### src/rtl/evo_test_pkg.sv
// Shared types and default constants for the evolved-candidate truth-table scanner.
package evo_test_pkg;

    localparam int unsigned DEF_IN_WIDTH      = 4;
    localparam int unsigned DEF_SETTLE_CYCLES = 16;
    localparam int unsigned DEF_SAMPLES       = 8;
    localparam int unsigned SYNC_STAGES       = 2;

    typedef enum logic [1:0] {
        IDLE   = 2'd0,
        SETTLE = 2'd1,
        SAMPLE = 2'd2,
        REPORT = 2'd3
    } scan_state_t;

    function automatic int unsigned max_u(input int unsigned a, input int unsigned b);
        return (a > b) ? a : b;
    endfunction

endpackage

### src/rtl/evo_truth_table_scanner_bit_sync.sv
// Multi-flop synchroniser for the candidate's asynchronous output, synchronous active-low reset.
module bit_sync
    import evo_test_pkg::*;
#(
    parameter int unsigned STAGES = SYNC_STAGES
) (
    input  logic clk,
    input  logic rst_n,
    input  logic d,
    output logic q
);

    logic [STAGES-1:0] sync_q;

    always_ff @(posedge clk) begin
        if (!rst_n) begin
            sync_q <= '0;
        end else begin
            sync_q <= {sync_q[STAGES-2:0], d};
        end
    end

    assign q = sync_q[STAGES-1];

endmodule

### src/rtl/evo_truth_table_scanner.sv
// Drives every input vector onto an evolved 4-in/1-out candidate and captures its truth table.
// Optional STABILITY_CHECK_EN: multi-sample instability detection; otherwise one sample per vector.
module evo_truth_table_scanner
    import evo_test_pkg::*;
#(
    parameter int unsigned IN_WIDTH      = DEF_IN_WIDTH,
    parameter int unsigned SETTLE_CYCLES = DEF_SETTLE_CYCLES,
    parameter int unsigned SAMPLES       = DEF_SAMPLES
) (
    input  logic                     clk,
    input  logic                     rst_n,
    input  logic                     start,
    output logic                     busy,
    output logic [IN_WIDTH-1:0]      dut_in,
    input  logic                     dut_out,
    output logic                     result_valid,
    input  logic                     result_ready,
    output logic [(2**IN_WIDTH)-1:0] truth_table,
    output logic [(2**IN_WIDTH)-1:0] unstable_mask
);

    localparam int unsigned TABLE_W = 2**IN_WIDTH;
    localparam int unsigned CNT_W   = $clog2(max_u(SETTLE_CYCLES, SAMPLES) + 1);

    scan_state_t         state;
    logic [IN_WIDTH-1:0] vec;
    logic [CNT_W-1:0]    cnt;
    logic                sync_out;
    logic                last_sample;

    bit_sync #(
        .STAGES (SYNC_STAGES)
    ) u_sync (
        .clk   (clk),
        .rst_n (rst_n),
        .d     (dut_out),
        .q     (sync_out)
    );

`ifdef STABILITY_CHECK_EN
    logic [TABLE_W-1:0] unstable_q;

    assign last_sample   = (cnt == CNT_W'(SAMPLES - 1));
    assign unstable_mask = unstable_q;
`else
    assign last_sample   = 1'b1;
    assign unstable_mask = '0;
`endif

    // The candidate sees the scan index directly; it rests at 0 outside a scan.
    assign dut_in = vec;

    always_ff @(posedge clk) begin
        if (!rst_n) begin
            state        <= IDLE;
            vec          <= '0;
            cnt          <= '0;
            busy         <= 1'b0;
            result_valid <= 1'b0;
            truth_table  <= '0;
`ifdef STABILITY_CHECK_EN
            unstable_q   <= '0;
`endif
        end else begin
            case (state)
                IDLE: begin
                    if (start) begin
                        state       <= SETTLE;
                        vec         <= '0;
                        cnt         <= '0;
                        busy        <= 1'b1;
                        truth_table <= '0;
`ifdef STABILITY_CHECK_EN
                        unstable_q  <= '0;
`endif
                    end
                end

                SETTLE: begin
                    if (cnt == CNT_W'(SETTLE_CYCLES - 1)) begin
                        cnt   <= '0;
                        state <= SAMPLE;
                    end else begin
                        cnt <= cnt + CNT_W'(1);
                    end
                end

                SAMPLE: begin
                    // First sample is the reference; later ones only flag divergence.
                    if (cnt == '0) begin
                        truth_table[vec] <= sync_out;
                    end
`ifdef STABILITY_CHECK_EN
                    else if (sync_out != truth_table[vec]) begin
                        unstable_q[vec] <= 1'b1;
                    end
`endif
                    if (last_sample) begin
                        cnt <= '0;
                        vec <= vec + IN_WIDTH'(1);
                        if (vec == {IN_WIDTH{1'b1}}) begin
                            state        <= REPORT;
                            result_valid <= 1'b1;
                        end else begin
                            state <= SETTLE;
                        end
                    end else begin
                        cnt <= cnt + CNT_W'(1);
                    end
                end

                REPORT: begin
                    if (result_ready) begin
                        state        <= IDLE;
                        result_valid <= 1'b0;
                        busy         <= 1'b0;
                    end
                end

                default: begin
                    state <= IDLE;
                end
            endcase
        end
    end

endmodule

### config.mk
export PLATFORM = sky130hd
export DESIGN_NAME = evo_truth_table_scanner
export DESIGN_NICKNAME = d
export VERILOG_FILES = /design/src/rtl/evo_test_pkg.sv /design/src/rtl/evo_truth_table_scanner_bit_sync.sv /design/src/rtl/evo_truth_table_scanner.sv
export SDC_FILE = /design/constraint.sdc
export NUM_CORES = 1
export LEC_CHECK = 0
export CORE_ASPECT_RATIO = 1.4
export CORE_MARGIN = 8
export CORE_UTILIZATION = 43
export CTS_BUF_LIST = sky130_fd_sc_hd__clkbuf_4 sky130_fd_sc_hd__clkbuf_8
export CTS_CLUSTER_SIZE = 28
export DETAILED_ROUTE_END_ITERATION = 12
export MAX_ROUTING_LAYER = met4
export PLACE_DENSITY = 0.76
export SYNTH_ARGS = -nofsm -noshare
export SYNTH_HDL_FRONTEND = slang
export SYNTH_HIERARCHICAL = 1
export SYNTH_SLANG_ARGS = --single-unit
export TNS_END_PERCENT = 30
### constraint.sdc
create_clock -name clk -period 2.36 [get_ports clk]
set_input_delay 0.472 -clock clk [delete_from_list [all_inputs] [get_ports clk]]
set_output_delay 0.472 -clock clk [all_outputs]
set_load 0.01 [all_outputs]
==> results of run 1 <==
## per-stage QoR
step	setup WS (ns)	area, µm²	power, mW	util, %
6_report	0.419	2180	1.11	51.3
4_1_cts	0.403	2180	1.12	51.3
3_3_place_gp	0.318	2070	0.645	48.9
3_5_place_dp	0.286	2070	0.647	48.9
5_1_grt	0.346	2180	1.16	51.3
2_1_floorplan	0.788	1940	0.642	-
## metal layers
| metal | part of all wire [%] | routed length [µm] | vias up |
|---|---|---|---|
| li1 | - | - | 860 |
| met1 | 44 | 1910 | 799 |
| met2 | 48 | 2100 | 53 |
| met3 | 5.9 | 257 | 6 |
| met4 | 1.5 | 65 | 0 |
| met5 | 0 | 0 | - |
## sequential cells by signal, summed over array words and instances (netlist names)
| name | flops |
|---|---|
| u_sync/sync_q | 2 |
| result_valid | 1 |
| state | 2 |
| cnt | 5 |
| busy | 1 |
| truth_table | 16 |
| dut_in | 4 |
## area by class of cell
class / instances / area (µm²)
Clock buffer: 8 / 104
Inverter: 6 / 22.5
Sequential cell: 31 / 621
Fill cell: 416 / 2060
Tap cell: 60 / 75.1
Timing Repair Buffer: 29 / 283
Multi-Input combinational cell: 171 / 1070
## logic make-up (layout without fill, tap and decap cells)
family                     after synthesis  count (layout)  synth area share [%]
adders and majority gates                6               6                  3.98
muxes                                    1               1                 0.531
AOI/OAI and AO/OA                       51              51                  20.5
and+or+nand+nor                         97              97                  28.7
buffers and inverters                   46              43                  13.2
DFF                                     31              31                  32.9
other                                    1              16                 0.199
## final timing paths
| kind | start | end | slack (ns) | cells after the start |
|---|---|---|---|---|
| worst min-delay path | u_sync/sync_q[0] | u_sync/sync_q[1] | 0.44 | 1 |
| worst min register to register | u_sync/sync_q[0] | u_sync/sync_q[1] | 0.44 | 1 |
| worst max-delay path | dut_in[2] | dut_in[2] | 0.42 | 1 |
| worst max register to register | cnt[0] | truth_table[13] | 0.51 | 5 |
## synth_stat cells (all sizes together) (7+ instances only)
cell type	number	area (µm²)
buf	20	146
nor2b	7	43.8
a211o	12	105
nand2	19	71.3
nand4	19	119
o2111ai	16	140
a21oi	8	40.0
clkbuf	20	80.1
nand3	25	125
dfxtp	31	621
## placed cells by master, fill, tap and decap left out, types with 5 or more instances in the layout
cell             Yosys  layout
ha_1                 6       6
conb_1               1      16
nand4_1             19      19
inv_1                6       6
o2111ai_1           16      16
clkdlybuf4s50_1      0      26
o21ai_0              6       6
a211o_1             12      12
dfxtp_1             31      31
a21oi_1              8       8
clkbuf_8             0       7
nand2_1             19      19
nand3_1             25      25
nor2b_1              7       7
nor2_1               5       5
## where the power goes
group	switching [mW]	leakage [nW]	internal [mW]
sequential	0.00967	0.251	0.530
clock	0.195	0.0549	0.277
combinational	0.0696	0.492	0.0282
==> results.md, run 1 <==
* CP max-delay cell: clkdlybuf4s50_1
* Worst Hold Class: reg -> reg
* Antenna-violating nets left at 0
* Vias at 1718
* Initial antenna violation count at 0
* Clk sink count at 31
* WP data arrival at 1.47 ns
* First-pass GRT wire length at 7.34 mm
* Max capacitance violation total at 0
* Fin nets at 255
* Vias in the first global route at 1567
* Number of port buffers at 26
* Buf/Inv on CP at 1
* PwrDens at 510 mW/mm²
* WL/cell at 14.2 µm
* Mapped Area at 0.00188 mm²
* Max incr delay on CP at 0.63 ns
* Status: finished clean
* Fin Setup TNS at 0 ns
* Post-synth EDFFs at 0
* Largest net degree at the start of global routing at 42
* Max Slew Vio Count at 0
* Static Leak at 0.798 nW
* CP startpoint kind: register
* Antenna cells at 0
* Number of DRC markers in iteration 0 at 160
* Effective utilization at floorplan at 44.5%
* Worst setup EP type: output pin
* GR Util met2 at 21.7%
* Synth Register Bits at 31
* Chip height at 94.3 µm
* Placeable Area at 0.00424 mm²
* Remaining DRCs at 0
* Final setup fails at 0
* Total setup buffers inserted after CTS at 0
* Routing usage on met1 at 15.5%
* Final cycle utilization of the critical path at 82.3%
* Synth unique cells at 38
* Met3 Use GR at 3.53%
* TritonCTS clock tree: done
* # hold bufs at CTS at 0
* Final Non-Filler Cells at 305
* Final Critical Period at 1.94 ns
* Cell count after placement at 297
* Cell count after synthesis at 233
* Die Span X at 71.9 µm
* Worst Tran Pin Value at 0.592 ns
* Router iterations before antenna repair at 4
* Tot GR Track Use at 13.6%
* Root Buffer: clkbuf_8
* RD Place Congestion at 0.799
* Ys Warns at 6
* CTS max path bufs at 2
* I/O pins at 43
* Post-synthesis sequential area ratio at 32.9%
* Ys async rst share at 0%
* DRT Wirelength at 4.33 mm
* Clk_skew at 0.00403 ns
* Final hold viol count at 0
* Hpwl dp at 2.94 mm
* FMAX at 0.515 GHz
* H-tree depth at 2
* Share of layout cells above drive strength 1 at 5.71%
* Cell family with most CP delay: buffers and inverters
* Die area at 0.00679 mm²
* Via-to-Cell Ratio at 5.63
* Required time worst endpoint at 1.89 ns
* Mean area per synthesized cell at 8.09 µm²
* Remaining Overflow, GRT at 0
* Hold Slack at 0.436 ns
* Max FO, Critical Path at 14
* Worst VDD drop at 0.000375 V
* Rows at 28
* RSZ-0062 raised after global routing: no
* Rel. slew slack at 60.5%
* Clock insertion delay at the later pin of the skew report at 0.28 ns
* CP Cell Sequence: clkdlybuf4s50_1
* PostCTS Resize Cnt at 0
* Prevailing post-synth register cell: dfxtp_1
* CTS buffer count at 5
* Area delta synth->final at 15.5%
* Crit path kind: reg -> out
* Busiest grt layer: met2
* Clock slew at reported path FFs at 0.06 ns
Note: power is estimated with default switching activity, not from simulation.
==> inputs of run 2 (changes only) <==
==> constraint.sdc (replaced) <==
create_clock -name clk -period 1.95 [get_ports clk]
set_input_delay 0.39 -clock clk [delete_from_list [all_inputs] [get_ports clk]]
set_output_delay 0.39 -clock clk [all_outputs]
set_load 0.01 [all_outputs]
==> run 2 against run 1 <==
  * Worst hold slack gained 0.00096 ns
  * Power grew 18%
  * Via count grew 2.0%
  * Global-route usage grew 0.19 points
  * Register-to-register slack lost 0.20 ns
  * Die area is the same
  * Critical path depth is the same
  * Setup slack lost 0.31 ns
  * Largest cell class unchanged
  * Largest power group unchanged
  * First-iteration DRC count shrank 23%
==> results.md, run 2 (synthesis gave the netlist of run 1 again) <==
* Clk_skew at 0.00835 ns (was 0.00403 ns)
* Fin Setup TNS at 0 ns (unchanged)
* Largest Register: truth_table (unchanged)
* Cell Int Power at 0.963 mW (was 0.836 mW)
* Commonest non-fill, non-tap cell in the layout: dfxtp_1 (unchanged)
* Antenna cells at 0 (unchanged)
* RSZ-0062 raised after global routing: no (unchanged)
* Clock slew at reported path FFs at 0.06 ns (about the same)
* Max FO, Critical Path at 13 (was 14)
* Combinational power share at 9.9% (was 8.8%)
* Util after Layout at 52.3% (was 51.3%)
* CP max-delay cell: clkdlybuf4s50_1 (unchanged)
* Crit path kind: reg -> out (unchanged)
* I/O pins at 43 (unchanged)
* Max reg flops at 16 (unchanged)
* Remaining Overflow, GRT at 0 (unchanged)
* Status: finished clean (unchanged)
* WL/cell at 14.4 µm (was 14.2 µm)
* Hold path endpoint: u_sync/sync_q[1] (unchanged)
* Commonest non-fill, non-tap cells in the layout: dfxtp_1 (31), clkdlybuf4s50_1 (26), nand3_1 (25), nand4_1 (19), nand2_1 (19) (unchanged)
* Worst VDD drop at 0.000541 V (was 0.000375 V)
* Clk network pwr share at 40.1% (was 42.6%)
* Share of layout cells above drive strength 1 at 7.97% (was 5.71%)
* Tot GR Track Use at 13.8% (was 13.6%)
* Required time worst endpoint at 1.56 ns (was 1.89 ns)
* Cell family with most CP delay: buffers and inverters (unchanged)
* Vias at 1753 (was 1718)
* Vias in the first global route at 1617 (was 1567)
* TritonCTS clock tree: done (unchanged)
* Clock insertion delay at the later pin of the skew report at 0.29 ns (was 0.28 ns)
* CTS buffer count at 5 (unchanged)
* Clk sink count at 31 (unchanged)
* Max incr delay on CP at 0.62 ns (was 0.63 ns)
* Root Buffer: clkbuf_8 (unchanged)
* Via-to-Cell Ratio at 5.64 (was 5.63)
* Final setup fails at 0 (unchanged)
* Placeable Area at 0.00424 mm² (unchanged)
* Remaining DRCs at 0 (unchanged)
* Antenna-violating nets left at 0 (unchanged)
* RD Place Congestion at 0.749 (was 0.799)
* Area delta synth->final at 17.7% (was 15.5%)
* R2R Setup Slk at 0.31 ns (was 0.51 ns)
* DRT Wirelength at 4.47 mm (was 4.33 mm)
* Final Critical Period at 1.85 ns
* Chip height at 94.3 µm (unchanged)
* CP Cell Sequence: clkdlybuf4s50_1 (unchanged)
* WP data arrival at 1.46 ns (was 1.47 ns)
* Hpwl dp at 3.03 mm (was 2.94 mm)
* Reg-to-reg critical path startpoint: cnt[0] (unchanged)
* # hold bufs at CTS at 0 (unchanged)
* P_sw at 0.344 mW (was 0.275 mW)
* Worst r2r path cells at 6 (was 5)
* Worst Tran Pin Value at 0.548 ns (was 0.592 ns)
* Number of port buffers at 26 (unchanged)
* Effective utilization at floorplan at 44.5% (unchanged)
* Initial antenna violation count at 0 (unchanged)
* Final cycle utilization of the critical path at 94.7%
* Worst Hold Launch: u_sync/sync_q[0] (unchanged)
* Flop pwr share at 50.0% (was 48.6%)
* H-tree depth at 2 (unchanged)
* Total setup buffers inserted after CTS at 0 (unchanged)
* Final hold viol count at 0 (unchanged)
* Worst hold stages at 1 (unchanged)
* R2r endpoint: truth_table[14] (was truth_table[13])
* Switch share at 26.3% (was 24.7%)
* Worst setup EP type: output pin (unchanged)
* Router iterations before antenna repair at 4 (unchanged)
* Buf/Inv on CP at 1 (unchanged)
* PwrDens at 589 mW/mm² (was 510 mW/mm²)
* Largest net degree at the start of global routing at 40 (was 42)
* CP startpoint kind: register (unchanged)
* Pre-CTS setup slack at 0.0255 ns (was 0.286 ns)
* Die Span X at 71.9 µm (unchanged)
* Max capacitance violation total at 0 (unchanged)
* FMAX at 0.542 GHz
* Number of DRC markers in iteration 0 at 124 (was 160)
* Fin nets at 261 (was 255)
* Worst Hold Class: reg -> reg (unchanged)
* Setup WS post-layout at 0.104 ns (was 0.419 ns)
* Max Slew Vio Count at 0 (unchanged)
* First-pass GRT wire length at 7.43 mm (was 7.34 mm)
* Die area at 0.00679 mm² (unchanged)
* Rows at 28 (unchanged)
* PostCTS Resize Cnt at 0 (unchanged)
* CTS max path bufs at 2 (unchanged)
* Static Leak at 0.827 nW (was 0.798 nW)
* Rel. slew slack at 63.4% (was 60.5%)
[run 2: cell types whose count changed in the layout (fill, tap and decap cells not counted), sizes merged]
cell	delta
buf	+6
clkinv	+1
clkbuf	-1
[run 2: layout make-up]
| type | count | area [µm²] |
|---|---|---|
| fillers | 420 | 2020 |
| multi-input cells | 171 | 1070 |
| flip-flops and latches | 31 | 621 |
| repair buffers | 35 | 340 |
| clock buffers | 7 | 83.8 |
| well taps | 60 | 75.1 |
| inverters | 6 | 22.5 |
| clock inverters | 1 | 5.00 |
[run 2: worst max path at each step]
stage,start,to,depth (start not counted)
detailed placement,start,truth_table[14],4
global placement,start,truth_table[8],4
finish,dut_in[3],dut_in[3],1
CTS,dut_in[3],dut_in[3],1
floorplan,cnt[0],truth_table[10],7
global route,dut_in[3],dut_in[3],1
[run 2: per-stage QoR]
stage | area, µm² | power, mW | hold WS [ns] | std cells
global route | 2220 | 1.36 | 0.476 | 311
CTS | 2220 | 1.31 | 0.442 | 311
detailed placement | 2130 | 0.794 | 0.429 | 303
global placement | 2130 | 0.792 | 0.423 | 303
finish | 2220 | 1.31 | 0.437 | 311
floorplan | 1940 | 0.777 | 0.412 | 248
[run 2: layer usage]
layer | wire (µm) | global-route usage [%] | up-vias | part of all wire (%)
met5 | 0 | - | - | 0
met4 | 63 | 7.18 | 0 | 1.4
met1 | 2000 | 15.9 | 832 | 45
met2 | 2190 | 21.8 | 43 | 49
li1 | - | - | 872 | -
met3 | 220 | 3.10 | 6 | 4.9
[run 2: power groups by stage]
stage / clock network, mW / logic (mW) / registers [mW]
floorplan: 0 / 0.115 / 0.663
global placement: 0 / 0.125 / 0.667
detailed placement: 0 / 0.126 / 0.667
CTS: 0.533 / 0.127 / 0.653
global route: 0.558 / 0.143 / 0.655
finish: 0.524 / 0.130 / 0.653
==> inputs of run 3 (changes only) <==
--- a/config.mk
+++ b/config.mk
@@ -5,6 +5,7 @@
 export SDC_FILE = /design/constraint.sdc
 export NUM_CORES = 1
 export LEC_CHECK = 0
+export CAP_MARGIN = 20
 export CORE_ASPECT_RATIO = 1.4
 export CORE_MARGIN = 8
 export CORE_UTILIZATION = 43
==> results of run 3 <==
Same layout as run 2: the final DEF is identical, and so are final timing and power.
